--- src/rtl/alu_seq.sv ---
// Registered ALU with start/busy/done handshake: single-cycle logic/arithmetic/shift ops
// and a WIDTH-cycle shift-add multiplier. Result and Z/N/V flags update only with done.
module alu_seq #(
   parameter int WIDTH = 16
) (
   input  logic             clk,
   input  logic             reset,
   input  logic             start,
   input  logic [2:0]       ALUop,
   input  logic [WIDTH-1:0] Ain,
   input  logic [WIDTH-1:0] Bin,
   output logic [WIDTH-1:0] out,
   output logic             Z,
   output logic             N,
   output logic             V,
   output logic             busy,
   output logic             done
);

   localparam int CW = $clog2(WIDTH);

   localparam logic [2:0] OP_ADD = 3'b000;
   localparam logic [2:0] OP_SUB = 3'b001;
   localparam logic [2:0] OP_AND = 3'b010;
   localparam logic [2:0] OP_NOT = 3'b011;
   localparam logic [2:0] OP_MUL = 3'b100;
   localparam logic [2:0] OP_LSL = 3'b101;
   localparam logic [2:0] OP_LSR = 3'b110;
   localparam logic [2:0] OP_ASR = 3'b111;

   typedef enum logic {IDLE, MUL} state_t;

   state_t           state_reg, state_next;
   logic [CW-1:0]    cnt_reg;
   logic [WIDTH-1:0] acc_reg, mcand_reg, mplier_reg, out_reg;
   logic             z_reg, n_reg, v_reg, done_reg;

   logic             issue_op, issue_mul, finish_mul, last_iter;
   logic [WIDTH-1:0] alu_r, lsr_r, asr_r, acc_step;
   logic             alu_v;

   // Right shifts built bit by bit; only the fill bit differs between lsr and asr.
   generate
      for (genvar gi = 0; gi < WIDTH - 1; gi++) begin : g_shr
         assign lsr_r[gi] = Ain[gi+1];
         assign asr_r[gi] = Ain[gi+1];
      end
   endgenerate
   assign lsr_r[WIDTH-1] = 1'b0;
   assign asr_r[WIDTH-1] = Ain[WIDTH-1];

   always_comb begin
      alu_r = '0;
      alu_v = 1'b0;
      case (ALUop)
         OP_ADD: begin
            alu_r = Ain + Bin;
            alu_v = (Ain[WIDTH-1] == Bin[WIDTH-1]) && (alu_r[WIDTH-1] != Ain[WIDTH-1]);
         end
         OP_SUB: begin
            alu_r = Ain - Bin;
            alu_v = (Ain[WIDTH-1] != Bin[WIDTH-1]) && (alu_r[WIDTH-1] != Ain[WIDTH-1]);
         end
         OP_AND:  alu_r = Ain & Bin;
         OP_NOT:  alu_r = ~Bin;
         OP_LSL:  alu_r = {Ain[WIDTH-2:0], 1'b0};
         OP_LSR:  alu_r = lsr_r;
         OP_ASR:  alu_r = asr_r;
         default: alu_r = '0;
      endcase
   end

   assign last_iter = (cnt_reg == CW'(WIDTH - 1));
   assign acc_step  = mplier_reg[0] ? (acc_reg + mcand_reg) : acc_reg;

   always_ff @(posedge clk) begin
      if (reset) state_reg <= IDLE;
      else       state_reg <= state_next;
   end

   always_comb begin
      state_next = state_reg;
      case (state_reg)
         IDLE:    if (start && ALUop == OP_MUL) state_next = MUL;
         MUL:     if (last_iter) state_next = IDLE;
         default: state_next = IDLE;
      endcase
   end

   always_comb begin
      issue_op   = (state_reg == IDLE) && start && (ALUop != OP_MUL);
      issue_mul  = (state_reg == IDLE) && start && (ALUop == OP_MUL);
      finish_mul = (state_reg == MUL) && last_iter;
      busy       = (state_reg == MUL);
   end

   always_ff @(posedge clk) begin
      if (reset) begin
         out_reg    <= '0;
         z_reg      <= 1'b0;
         n_reg      <= 1'b0;
         v_reg      <= 1'b0;
         done_reg   <= 1'b0;
         acc_reg    <= '0;
         mcand_reg  <= '0;
         mplier_reg <= '0;
         cnt_reg    <= '0;
      end else begin
         done_reg <= issue_op || finish_mul;
         if (issue_op) begin
            out_reg <= alu_r;
            z_reg   <= (alu_r == '0);
            n_reg   <= alu_r[WIDTH-1];
            v_reg   <= alu_v;
         end
         if (issue_mul) begin
            mcand_reg  <= Ain;
            mplier_reg <= Bin;
            acc_reg    <= '0;
            cnt_reg    <= '0;
         end
         if (state_reg == MUL) begin
            acc_reg    <= acc_step;
            mcand_reg  <= {mcand_reg[WIDTH-2:0], 1'b0};
            mplier_reg <= {1'b0, mplier_reg[WIDTH-1:1]};
            cnt_reg    <= cnt_reg + 1'b1;
         end
         // Final iteration's partial sum goes straight to the result; products wrap silently.
         if (finish_mul) begin
            out_reg <= acc_step;
            z_reg   <= (acc_step == '0);
            n_reg   <= acc_step[WIDTH-1];
            v_reg   <= 1'b0;
         end
      end
   end

   assign out  = out_reg;
   assign Z    = z_reg;
   assign N    = n_reg;
   assign V    = v_reg;
   assign done = done_reg;

endmodule

--- config.mk ---
export PLATFORM = sky130hd
export DESIGN_NAME = alu_seq
export DESIGN_NICKNAME = d
export VERILOG_FILES = /design/src/rtl/alu_seq.sv
export SDC_FILE = /design/constraint.sdc
export NUM_CORES = 1
export LEC_CHECK = 0
export ABC_AREA = 1
export CAP_MARGIN = 15
export CORE_AREA = 2 2 141 143
export CTS_CLUSTER_SIZE = 28
export DETAILED_ROUTE_END_ITERATION = 16
export DIE_AREA = 0 0 143 145
export PLACE_DENSITY = 0.53
export SYNTH_ARGS = -nofsm -noshare
export SYNTH_HDL_FRONTEND = slang
export SYNTH_SLANG_ARGS = --single-unit
--- constraint.sdc ---
create_clock -name clk -period 1.8 [get_ports clk]
set_input_delay 0.18 -clock clk [delete_from_list [all_inputs] [get_ports clk]]
set_output_delay 0.18 -clock clk [all_outputs]
set_load 0.005 [all_outputs]
======== Word level (Yosys, flattened, before mapping) ========
Cells that the tools add are included.
word-level totals
  register bits ........................... 73
  bits of input ports ..................... 38
  output and inout bits ................... 21
cells by class
  add/sub/neg operators ................... 4
  equal/unequal tests ..................... 13
  multiplexer cells ....................... 20
  bitwise operators ....................... 3
  reduce and logical (&&, ||, !) cells .... 15
operator list
  cell                 count
  $mux 16              7
  $pmux 16 s7          1
  $add 16x16->16       2
  $logic_not 16->1     2
  $mux 15              2
  $and 16x16->16       1
  $not 16->16          1
  $sub 16x16->16       1
  $eq 3x3->1 const B   4
  $mux 4               2
  $logic_and 1x1->1    7
  $eq 3x2->1 const B   2
  $mux 1               6
  $add 4x1->4 const B  1
  $eq 4x4->1 const B   1
  $pmux 1 s2           2
  $reduce_bool 2->1    2
  $reduce_or 2->1      2
  $eq 3x1->1 const B   1
  $logic_not 3->1      1
  $ne 1x1->1           3
  $ne 3x3->1 const B   1
  $eq 1x1->1           1
  $logic_or 1x1->1     1
  $not 1->1            1

======== Longest topological paths before layout ========
Gate-level depths: netlist of the first run.
  depth after elaboration ................. 5
  depth in mapped cells ................... 21
  mapped depth without buffers ............ 20

======== Worst setup path before layout of the first run ========
No wires, ideal clock.
  kind .................................... register -> register
  from .................................... reg acc_reg[0]
  to ...................................... reg z_reg (netlist: Z)
  arrival ................................. 1.906 ns
  path slack .............................. -0.162 ns
  cell stages (with the launch flop) ...... 15
  clock period less this slack ............ 1.962 ns
  path through ............................ dfxtp_1 -> ha_1 -> fa_1 -> nand2_1 -> nand3_1 -> or2_1 -> nand3_1 -> nand2_1 -> nor2_1 -> nand2_1 -> nor2_1 -> nand3_1 -> nand3_1 -> nand2_1 -> inv_1
between the ends
  word-level cells in the longest chain between the ends .. 4
ends and longest elaborated chain
  what                    RTL line  RTL
  from (decl)             35        logic [WIDTH-1:0] acc_reg, mcand_reg, mplier_reg, out_reg;
  from (signal assigned)  123       acc_reg <= acc_step;
  $add 16x16->16          74        assign acc_step = mplier_reg[0] ? (acc_reg + mcand_reg) : acc_reg;
  $mux 16 *               74
  $logic_not 16->1 *      131       z_reg <= (acc_step == '0);
  $mux 1 *                129       if (finish_mul) begin
  to (signal assigned)    112       z_reg <= (alu_r == '0);
  to (signal assigned)    131
  to (decl)               36        logic z_reg, n_reg, v_reg, done_reg;
Every way passes the cells marked *; elsewhere a longest branch is shown, timed or not.
A chain may end at the register's enable or synchronous reset.

======== Worst setup path in the final report of the first run ========
  from .................................... reg mcand_reg[0]
  to ...................................... reg z_reg (netlist: Z)
between the ends
  word-level cells in the longest chain between the ends .. 4
ends and longest elaborated chain
  what                    RTL line  RTL
  from (decl)             35
  from (signal assigned)  117       mcand_reg <= Ain;
  from (signal assigned)  124       mcand_reg <= {mcand_reg[WIDTH-2:0], 1'b0};
  $add 16x16->16          74
  $mux 16                 74
  $logic_not 16->1        131
  $mux 1                  129
No other way between the ends.

==> results of run 1 <==
-- what timing repair did --
action                                  4_1_cts  5_1_grt
gates resized for setup                     236      138
buffers inserted                             12       10
hold endpoints to repair                      0        0
pin swaps                                    61       56
endpoints found under the setup margin       27       48
cloned                                        0        0
-- worst paths after layout --
path | startpoint | endpoint | slack (ns) | cells after the start
setup / recovery | mcand_reg[0] | Z | -0.25 | 14
hold / removal | Bin[0] | mplier_reg[0] | 0.38 | 4
setup reg to reg | mcand_reg[0] | Z | -0.25 | 14
hold reg to reg | mplier_reg[1] | mplier_reg[0] | 0.46 | 2
-- Yosys cell counts, types with 4 or more instances --
| master | count |
|---|---|
| nor3_1 | 11 |
| buf_4 | 4 |
| nand3_1 | 105 |
| a31oi_1 | 17 |
| nand2_1 | 359 |
| o21ai_1 | 7 |
| ha_1 | 48 |
| o21ai_0 | 42 |
| o22ai_1 | 18 |
| inv_2 | 11 |
| a221oi_1 | 4 |
| buf_1 | 5 |
| nor2_2 | 4 |
| nand2_2 | 5 |
| nand4_1 | 8 |
| a21oi_1 | 65 |
| buf_2 | 23 |
| dfxtp_1 | 72 |
| nor2_1 | 87 |
| or2_2 | 7 |
| o211ai_1 | 16 |
| inv_1 | 163 |
| o221ai_1 | 8 |
| clkbuf_1 | 12 |
-- area by class of cell --
| type | instances | area (sq um) |
|---|---|---|
| fillers | 1880 | 8130 |
| multi-input cells | 842 | 5510 |
| repair buffers | 334 | 2770 |
| flip-flops and latches | 72 | 1470 |
| inverters | 178 | 676 |
| well taps | 265 | 332 |
| clock buffers | 11 | 243 |
| clock inverters | 5 | 80.1 |
-- tightest hold or removal path, stage by stage --
cell and delay, ns:
clkdlybuf4s15_2 0.21, buf_4 0.15, nand2_1 0.06, a31oi_1 0.07
-- per-stage QoR --
| stage | util (%) | hold WS (ns) | area [sq um] | cells |
|---|---|---|---|---|
| floorplan | - | 0.315 | 6670 | 1136 |
| global placement | 48.7 | 0.456 | 9360 | 1671 |
| detailed placement | 48.7 | 0.460 | 9360 | 1671 |
| CTS | 54.9 | 0.370 | 10500 | 1698 |
| global route | 57.7 | 0.392 | 11100 | 1707 |
| finish | 57.7 | 0.379 | 11100 | 1707 |
-- kinds of logic (layout without fill, tap and decap cells) --
group           after synthesis  after routing  share of synthesized area, %
compound gates              187            187                          16.4
fa+ha+maj                    51             51                          9.95
simple gates                601            601                          38.2
xor+xnor                      3              3                         0.396
buf+inv                     222            528                          13.3
flops                        72             72                          21.7
-- report_power, final --
| group | switching, uW | leakage, uW | internal [uW] | total [uW] |
|---|---|---|---|---|
| registers | 56.7 | 0.000596 | 1660 | 1720 |
| clock network | 672 | 0.000152 | 1250 | 1920 |
| logic | 1100 | 0.00460 | 1010 | 2110 |
-- metal layers --
metal	up-vias	share of wire, %	track usage [%]
met5	-	0	0
met3	46	2.6	1.82
met1	3785	46	32.4
met4	0	2.4	7.52
li1	4270	-	-
met2	160	49	41.6
==> impl_metrics.csv, run 1 <==
group,metric,value,unit
run_status,status,"finished with violations",
run_status,violations,"negative setup slack",
finish,final_cell_mix,"nand2_1 (291), buf_4 (252), inv_1 (134)",
clock_tree,cts_made_buffers,9,
sta,period_needed,2.05,ns
critical_path,slowest_delay,0.38,ns
critical_path,critPathArrivalTime,2.33,ns
yosys,yosys.cell_types.count,42,
grt,grt_max_degree,47,
yosys,synthCells,1136,
placement,dp_slack,-0.829,ns
die,core_area,0.0192,sq mm
drt,vias,8261,
critical_path,slowest_stage,"fa_2",
grt,grt.total_usage,24.3,%
sta,worst_slack,-0.250,ns
placement,dp_hpwl,19800,um
drt,viasPerCell,4.84,
clock_tree,cts_root_buf,"clkbuf_16",
sta,rsz0062_at_grt,"yes",
critical_path,path_cells,"ha_4 -> fa_2 -> nand2_2 -> nand3_4 -> or2_1 -> nand3_2 -> nand2_2 -> nor2_1 -> nand2_1 -> nor2_1 -> nand3_1 -> nand3_1 -> nand2_1 -> inv_1",
finish,antenna_cells,0,
sta,final.setup_skew,0.00720,ns
yosys,synth_warnings,0,
die,rows,51,
yosys,synth_top_area_cell,"dfxtp_1",
finish,layout-drive-gt1-share,40.8,%
clock_tree,clock_latency,0.33,ns
clock_tree,cts.sinks,72,
critical_path,worst-path-buf-inv,1,
yosys,synth_area_per_cell,5.84,sq um
die,dieWidth,143,um
placement,io_buffers,58,
clock_tree,cts_tree,"built",
sta,worst_pin_slew,0.371,ns
die,io_pins,59,
power_and_ir_drop,peakVddDrop,0.000404,V
critical_path,cp_top_family,"simple AND/OR/NAND/NOR gates",
finish,final_net_count,1526,
power_and_ir_drop,p_leak,0.00535,uW
sta,finalSetupViolCount,14,
die,die-area,0.0207,sq mm
clock_tree,hold_buffers,0,
critical_path,critPathCaptureType,"flip-flop",
drt,first_pass_iters,5,
yosys,syn-num-nets,1225,
yosys,synth_area,0.00664,sq mm
yosys,synth_edf_count,0,
clock_tree,path_clk_slew,0.06,ns
placement,place_congestion,0.899,
worst_hold_path,hp-class,"input pin to flip-flop",
drt,drtIter0Drc,420,
yosys,synth_top_flop_cell,"dfxtp_1",
critical_path,cp-start-kind,"flip-flop",
die,fp.dieH,145,um
yosys,synth.area.top_cells,"dfxtp_1 (22%), nand2_1 (20%), inv_1 (9.2%)",
sta,hold_viol,0,
sta,period_share,114,%
critical_path,required,2.08,ns
drt,routedWlPerCell,14.7,um
finish,area_growth,66.8,%
yosys,synth-seq-area-share,21.7,%
clock_tree,cts_max_level,3,
drt,ant_nets,0,
clock_tree,cts_buffer_depth,2,
grt,grt_pass1_wl,40700,um
grt,grt_pass1_vias,8046,
grt,antenna_found_initial,0,
die,start_util,34.6,%
drt,totalWireLength,25100,um
yosys,async_flop_share,0,%
sta,slew_violations,0,
power_and_ir_drop,p_per_area,519,mW/mm^2
finish,final_common_cell,"nand2_1",
yosys,synth-seq-cells,72,
flow_run,maxCapViolCount,0,
yosys,synth_top_area_share,21.7,%
power_and_ir_drop,power,5750,uW
critical_path,crit_fanout,4,
sta,fmax,0.488,GHz
sta,relSlewSlack,75.0,%
critical_path,criticalPathCategory,"flip-flop to flip-flop",
grt,overflow,0,
drt,drc,0,
sta,fin_setup_tns,-1.68,ns
(Power assumes the default switching activity.)
==> run 2, diff against run 1 <==
--- a/config.mk
+++ b/config.mk
@@ -7,11 +7,12 @@
 export LEC_CHECK = 0
 export ABC_AREA = 1
 export CAP_MARGIN = 15
-export CORE_AREA = 2 2 141 143
+export CORE_AREA = 2 2 157 159
+export CTS_CLUSTER_DIAMETER = 150
 export CTS_CLUSTER_SIZE = 28
 export DETAILED_ROUTE_END_ITERATION = 16
-export DIE_AREA = 0 0 143 145
-export PLACE_DENSITY = 0.53
+export DIE_AREA = 0 0 159 161
+export PLACE_DENSITY = 0.45
 export SYNTH_ARGS = -nofsm -noshare
 export SYNTH_HDL_FRONTEND = slang
 export SYNTH_SLANG_ARGS = --single-unit
==> run 2 against run 1 <==
  * The run still ends with negative setup slack left
  * Combinational power is 5% higher
  * Count of clock-buffer cells in the layout stayed put
  * Sequential share of layout area is 0.39 points lower
  * Clock skew is 0.0015 ns higher
  * Non-clock buffer count is 21 higher
  * Critical path type unchanged
  * Maximum frequency is 5.4% lower
  * Flip-flop and latch count stayed put
  * Critical endpoint unchanged
  * Final area is 2.8% higher
  * First-iteration DRC count is 27% higher
  * Register-to-register slack worse by 0.12 ns
  * Power is 5.1% higher
  * Critical path depth stayed put
==> impl_metrics.csv, run 2 (same netlist as run 1, synthesis figures left out) <==
group,metric,value,unit
sta,hold-worst-slack,0.249,ns
die,fp.dieH,161,um
power_and_ir_drop,p_comb_share,36.7,%
clock_tree,path_clk_slew,0.06,ns
critical_path,cp-start-kind,"flip-flop",
finish,final_common_cell,"nand2_1",
placement,io_buffers,58,
critical_path,path_cells,"ha_4 -> fa_2 -> nand2_2 -> nand3_4 -> or2_1 -> nand3_2 -> nand2_2 -> nor2_2 -> nand2_1 -> nor2_1 -> nand3_1 -> nand3_1 -> nand2_1 -> inv_1",
sta,period_share,120,%
critical_path,worst-path-buf-inv,1,
power_and_ir_drop,p_seq_share,28.5,%
power_and_ir_drop,switching_share,32.1,%
sta,slew_violations,0,
sta,finalSetupViolCount,20,
finish,final_net_count,1547,
grt,grt.total_usage,22.5,%
power_and_ir_drop,peakVddDrop,0.000351,V
critical_path,criticalPathCategory,"flip-flop to flip-flop",
drt,routedWlPerCell,16.5,um
critical_path,slowest_stage,"fa_2",
grt,grt_pass1_vias,8340,
finish,final_cell_mix,"nand2_1 (282), buf_4 (263), inv_1 (133)",
die,io_pins,59,
critical_path,slowest_delay,0.41,ns
finish,regArea,0.00147,sq mm
sta,final.setup_skew,0.00871,ns
clock_tree,cts_buffer_depth,2,
power_and_ir_drop,p_clk_share,34.7,%
grt,busiest_layer,"met2",
grt,grtUsageMet1,29.6,%
critical_path,cp_top_family,"simple AND/OR/NAND/NOR gates",
critical_path,critPathCaptureType,"flip-flop",
worst_hold_path,hp-class,"input pin to flip-flop",
drt,viasPerCell,4.78,
finish,fill_cells,2507,
power_and_ir_drop,power,6040,uW
run_status,status,"finished with violations",
critical_path,critPathArrivalTime,2.45,ns
drt,drtIter0Drc,532,
drt,totalWireLength,29400,um
power_and_ir_drop,p_leak,0.00545,uW
clock_tree,hold_buffers,0,
sta,hold_viol,0,
sta,worst_pin_slew,0.573,ns
power_and_ir_drop,p_sw,1940,uW
die,dieWidth,159,um
grt,grtUsageMet2,39.6,%
clock_tree,cts.sinks,72,
sta,relSlewSlack,61.8,%
sta,period_needed,2.17,ns
sta,fmax,0.461,GHz
critical_path,crit_fanout,4,
drt,drc,0,
clock_tree,clock_latency,0.34,ns
run_status,violations,"negative setup slack",
clock_tree,cts_made_buffers,9,
finish,layout-drive-gt1-share,43.5,%
die,rows,57,
clock_tree,cts_tree,"built",
finish,multi_input_area,0.00554,sq mm
grt,grt_max_degree,47,
sta,worst_slack,-0.367,ns
placement,dp_hpwl,22800,um
sta,rsz0062_at_grt,"yes",
grt,antenna_found_initial,1,
critical_path,required,2.09,ns
drt,first_pass_iters,7,
placement,place_congestion,0.917,
grt,overflow,0,
finish,fin_util,47.5,%
finish,area_growth,71.6,%
drt,ant_nets,0,
die,die-area,0.0256,sq mm
sta,fin_setup_tns,-3.21,ns
clock_tree,cts_root_buf,"clkbuf_16",
placement,dp_slack,-0.870,ns
grt,grt_pass1_wl,45300,um
clock_tree,cts_max_level,3,
power_and_ir_drop,p_int,4100,uW
grt,grtUsageMet3,2.44,%
flow_run,maxCapViolCount,0,
die,start_util,27.7,%
die,core_area,0.0240,sq mm
power_and_ir_drop,p_per_area,531,mW/mm^2
drt,vias,8550,
finish,antenna_cells,0,
## run 2: cell types whose count changed in the layout (fill, tap and decap cells not counted), moves of 7 or more
cell | before | now
nand2_2 | 64 | 71
nand2_1 | 291 | 282
dlygate4sd2_1 | 24 | 11
clkbuf_2 | 0 | 11
a21oi_1 | 43 | 34
a21oi_2 | 15 | 30
buf_4 | 252 | 263
## run 2: power groups by stage
| stage | clock (uW) | combinational, uW | sequential, uW |
|---|---|---|---|
| 2_1_floorplan | 0 | 859 | 1730 |
| 3_3_place_gp | 0 | 1870 | 1760 |
| 3_5_place_dp | 0 | 1860 | 1760 |
| 4_1_cts | 2130 | 2090 | 1730 |
| 5_1_grt | 2210 | 2410 | 1730 |
| 6_report | 2100 | 2220 | 1730 |
## run 2: layer usage
layer	wire (um)	part of all wire [%]	vias to the layer above
met2	14300	49	185
met1	13600	46	4011
li1	-	-	4323
met5	0	0	-
met3	897	3.1	31
met4	554	1.9	0
## run 2: through the flow
step | std cells | area [sq um]
floorplan | 1136 | 6670
detailed placement | 1746 | 9570
CTS | 1778 | 10900
global placement | 1746 | 9570
global route | 1787 | 11400
finish | 1787 | 11400
## run 2: repair_timing
action / CTS / global route
buffers inserted: 19 / 14
gates cloned: 0 / 0
pin swaps: 62 / 89
endpoints found under the setup margin: 32 / 61
endpoints found under the hold margin: 0 / 0
resized for setup: 261 / 161
## run 2: area by class of cell
| class | instances | share of cell area [%] |
|---|---|---|
| clock buffer | 11 | 2.13 |
| sequential | 72 | 12.9 |
| inverter | 178 | 5.97 |
| multi-input combinational | 842 | 48.6 |
| timing repair buffer | 355 | 25.9 |
| tap | 324 | 3.56 |
| clock inverter | 5 | 0.912 |
## run 2: path summary, 6_finish.rpt
path,end,startpoint,slack [ns],cells past startpoint
worst max register to register,Z,mcand_reg[0],-0.37,14
worst min-delay path,mplier_reg[14],Bin[14],0.25,4
worst max-delay path,Z,mcand_reg[0],-0.37,14
worst min register to register,mplier_reg[10],mplier_reg[11],0.46,2
## run 2: tightest hold or removal path: cells and delay by family
family                 cells  cell delay [ns]
buffers and inverters      2             0.23
AO/OA/AOI/OAI              1             0.07
AND/OR/NAND/NOR            1             0.05
==> run 3, diff against run 2 <==
--- a/config.mk
+++ b/config.mk
@@ -5,13 +5,12 @@
 export SDC_FILE = /design/constraint.sdc
 export NUM_CORES = 1
 export LEC_CHECK = 0
-export ABC_AREA = 1
 export CAP_MARGIN = 15
-export CORE_AREA = 2 2 157 159
+export CORE_AREA = 2 2 152 154
 export CTS_CLUSTER_DIAMETER = 150
 export CTS_CLUSTER_SIZE = 28
 export DETAILED_ROUTE_END_ITERATION = 16
-export DIE_AREA = 0 0 159 161
+export DIE_AREA = 0 0 154 156
 export PLACE_DENSITY = 0.45
 export SYNTH_ARGS = -nofsm -noshare
 export SYNTH_HDL_FRONTEND = slang
==> run 3 against run 2 <==
  * The run still ends with negative setup slack left
  * Critical path depth up 1
  * Non-clock buffer count up 12
  * Die area down 6.2%
  * Count of clock-buffer cells in the layout up 2
  * Critical path type is now input pin to flip-flop
==> impl_metrics.csv, run 3 <==
group,metric,value,unit
yosys,synth-adder-area-share,10.6,%
yosys,synth_area_per_cell,7.41,sq um
grt,grt.total_usage,20.3,%
grt,grtUsageMet1,27.5,%
finish,final_common_cell,"buf_4",
clock_tree,cts_root_buf,"clkbuf_16",
clock_tree,cts.sinks,72,
yosys,synth-seq-area-share,23.2,%
finish,multi_input_area,0.00522,sq mm
sta,worst_pin_slew,0.838,ns
run_status,status,"finished with violations",
drt,totalWireLength,24900,um
grt,grt_pass1_vias,7377,
sta,worst_slack,-1.08,ns
die,core_area,0.0224,sq mm
grt,overflow,0,
yosys,yosys.cell_types.count,82,
clock_tree,clock_latency,0.32,ns
sta,fin_setup_tns,-19.84,ns
finish,area_growth,69.1,%
drt,ant_nets,0,
yosys,synth_compound_area_share,30.9,%
power_and_ir_drop,peakVddDrop,0.000491,V
yosys,synth.area.top_cells,"dfxtp_1 (23%), ha_1 (9.7%), a21oi_1 (7.8%)",
critical_path,criticalPathCategory,"input pin to flip-flop",
sta,final.setup_skew,0.00480,ns
drt,routedWlPerCell,17.1,um
yosys,synth_common_cells,"nand2_1 (98), a21oi_1 (97), nor2_1 (87)",
yosys,synth-seq-cells,72,
critical_path,crit_fanout,3,
grt,grtUsageMet3,2.44,%
finish,antenna_cells,0,
yosys,synthXorXnorAreaFrac,2.54,%
critical_path,path_cells,"buf_2 -> ha_4 -> inv_1 -> fa_2 -> nor2_4 -> o311a_4 -> nor4_2 -> o41a_1 -> a221o_1 -> a222oi_1 -> buf_4 -> nand4_1 -> nor4_2 -> a31oi_1 -> o41ai_2",
sta,period_needed,2.88,ns
clock_tree,path_clk_slew,0.06,ns
yosys,syn-num-nets,927,
yosys,yosysMostFrequentCell,"nand2_1",
power_and_ir_drop,p_leak,0.00455,uW
sta,period_share,160,%
sta,relSlewSlack,44.2,%
finish,layout-drive-gt1-share,41.5,%
die,start_util,27.8,%
drt,drtIter0Drc,378,
critical_path,crit_path_frequent_cell,"nor4_2",
critical_path,slowest_stage,"o41a_1",
drt,vias,7404,
drt,first_pass_iters,6,
sta,finalSetupViolCount,29,
yosys,synth_top_area_cell,"dfxtp_1",
sta,slew_violations,0,
die,dieWidth,154,um
sta,fmax,0.348,GHz
die,rows,55,
placement,place_congestion,0.910,
drt,viasPerCell,5.09,
yosys,muxShareOfSynthArea,4.39,%
placement,io_buffers,58,
grt,busiest_layer,"met2",
worst_hold_path,hp-class,"input pin to flip-flop",
die,die-area,0.0240,sq mm
critical_path,cp_top_family,"compound AO/OA/AOI/OAI gates",
critical_path,critPathArrivalTime,3.11,ns
yosys,async_flop_share,0,%
yosys,synth_edf_count,0,
critical_path,cp-start-kind,"input pin",
yosys,synth_top_area_share,23.2,%
yosys,synth_top_family_by_area,"compound AO/OA/AOI/OAI gates",
yosys,synth_warnings,0,
finish,regArea,0.00146,sq mm
grt,grt_max_degree,72,
placement,dp_hpwl,19200,um
drt,drc,0,
die,fp.dieH,156,um
grt,grt_pass1_wl,38900,um
grt,grtUsageMet2,34.8,%
critical_path,critPathCaptureType,"flip-flop",
die,io_pins,59,
finish,fin_util,47.0,%
yosys,synthCells,838,
sta,rsz0062_at_grt,"yes",
flow_run,maxCapViolCount,0,
finish,fill_cells,2238,
sta,hold_viol,0,
yosys,synth-simple-area-share,22.9,%
clock_tree,cts_buffer_depth,2,
finish,final_net_count,1253,
grt,antenna_found_initial,1,
power_and_ir_drop,p_per_area,512,mW/mm^2
placement,dp_slack,-1.79,ns
critical_path,required,2.03,ns
clock_tree,cts_made_buffers,9,
clock_tree,cts_max_level,3,
run_status,violations,"negative setup slack",
finish,final_cell_mix,"buf_4 (280), nand2_1 (94), a21oi_1 (80)",
critical_path,worst-path-buf-inv,3,
clock_tree,cts_tree,"built",
yosys,synth_area,0.00621,sq mm
clock_tree,hold_buffers,0,
yosys,synth_top_flop_cell,"dfxtp_1",
critical_path,slowest_delay,0.45,ns
==> run 3: area by class of cell <==
type	instances	area share, %
clock buffer	13	2.57
clock inverter	3	0.143
inverter	33	1.27
multi-input combinational	681	49.7
sequential	72	13.9
tap	285	3.39
timing repair buffer	367	29.1
==> run 3: worst min-delay path: stages <==
cell	delay, ns
buf_4	0.12
mux2i_1	0.07
nor3_1	0.11
==> run 3: stage by stage <==
step / power [uW] / cell area, sq um / instances / hold WS, ns
6_report: 5380 / 10500 / 1454 / 0.198
5_1_grt: 5650 / 10500 / 1454 / 0.215
4_1_cts: 5300 / 10100 / 1438 / 0.196
3_5_place_dp: 3500 / 9370 / 1410 / 0.470
3_3_place_gp: 3500 / 9370 / 1410 / 0.466
2_1_floorplan: 2560 / 6530 / 838 / 0.360
==> run 3: per-layer routing <==
metal / vias to the layer above / part of all wire, %
met4: 0 / 1.4
met3: 22 / 3.1
met5: - / 0
li1: 3746 / -
met2: 129 / 47
met1: 3507 / 48
==> run 3: timing repair <==
action,4_1_cts,5_1_grt
resized for setup,117,67
pin swaps,46,28
gates cloned,0,3
setup buffers,15,13
endpoints found under the setup margin,41,63
==> run 3: path summary, 6_finish.rpt <==
check	from	to	slack, ns	cells after the start
setup reg to reg	acc_reg[0]	Z	-1.05	15
hold reg to reg	mcand_reg[15]	mcand_reg[15]	0.48	2
setup / recovery	Bin[0]	Z	-1.08	15
hold / removal	Ain[0]	mcand_reg[0]	0.20	3
==> run 3: where the power goes <==
part           leakage [uW]  internal (uW)  total [uW]  switching [uW]
sequential         0.000590           1650        1690            48.0
combinational       0.00381           1030        2000             968
clock              0.000145           1040        1690             647
==> run 3: kinds of logic after synthesis <==
family / count (synthesis)
and+or+nand+nor: 301
AOI/OAI and AO/OA: 285
buffers and inverters: 85
DFF: 72
adders and majority gates: 51
muxes: 26
xor gates and xnor gates: 18
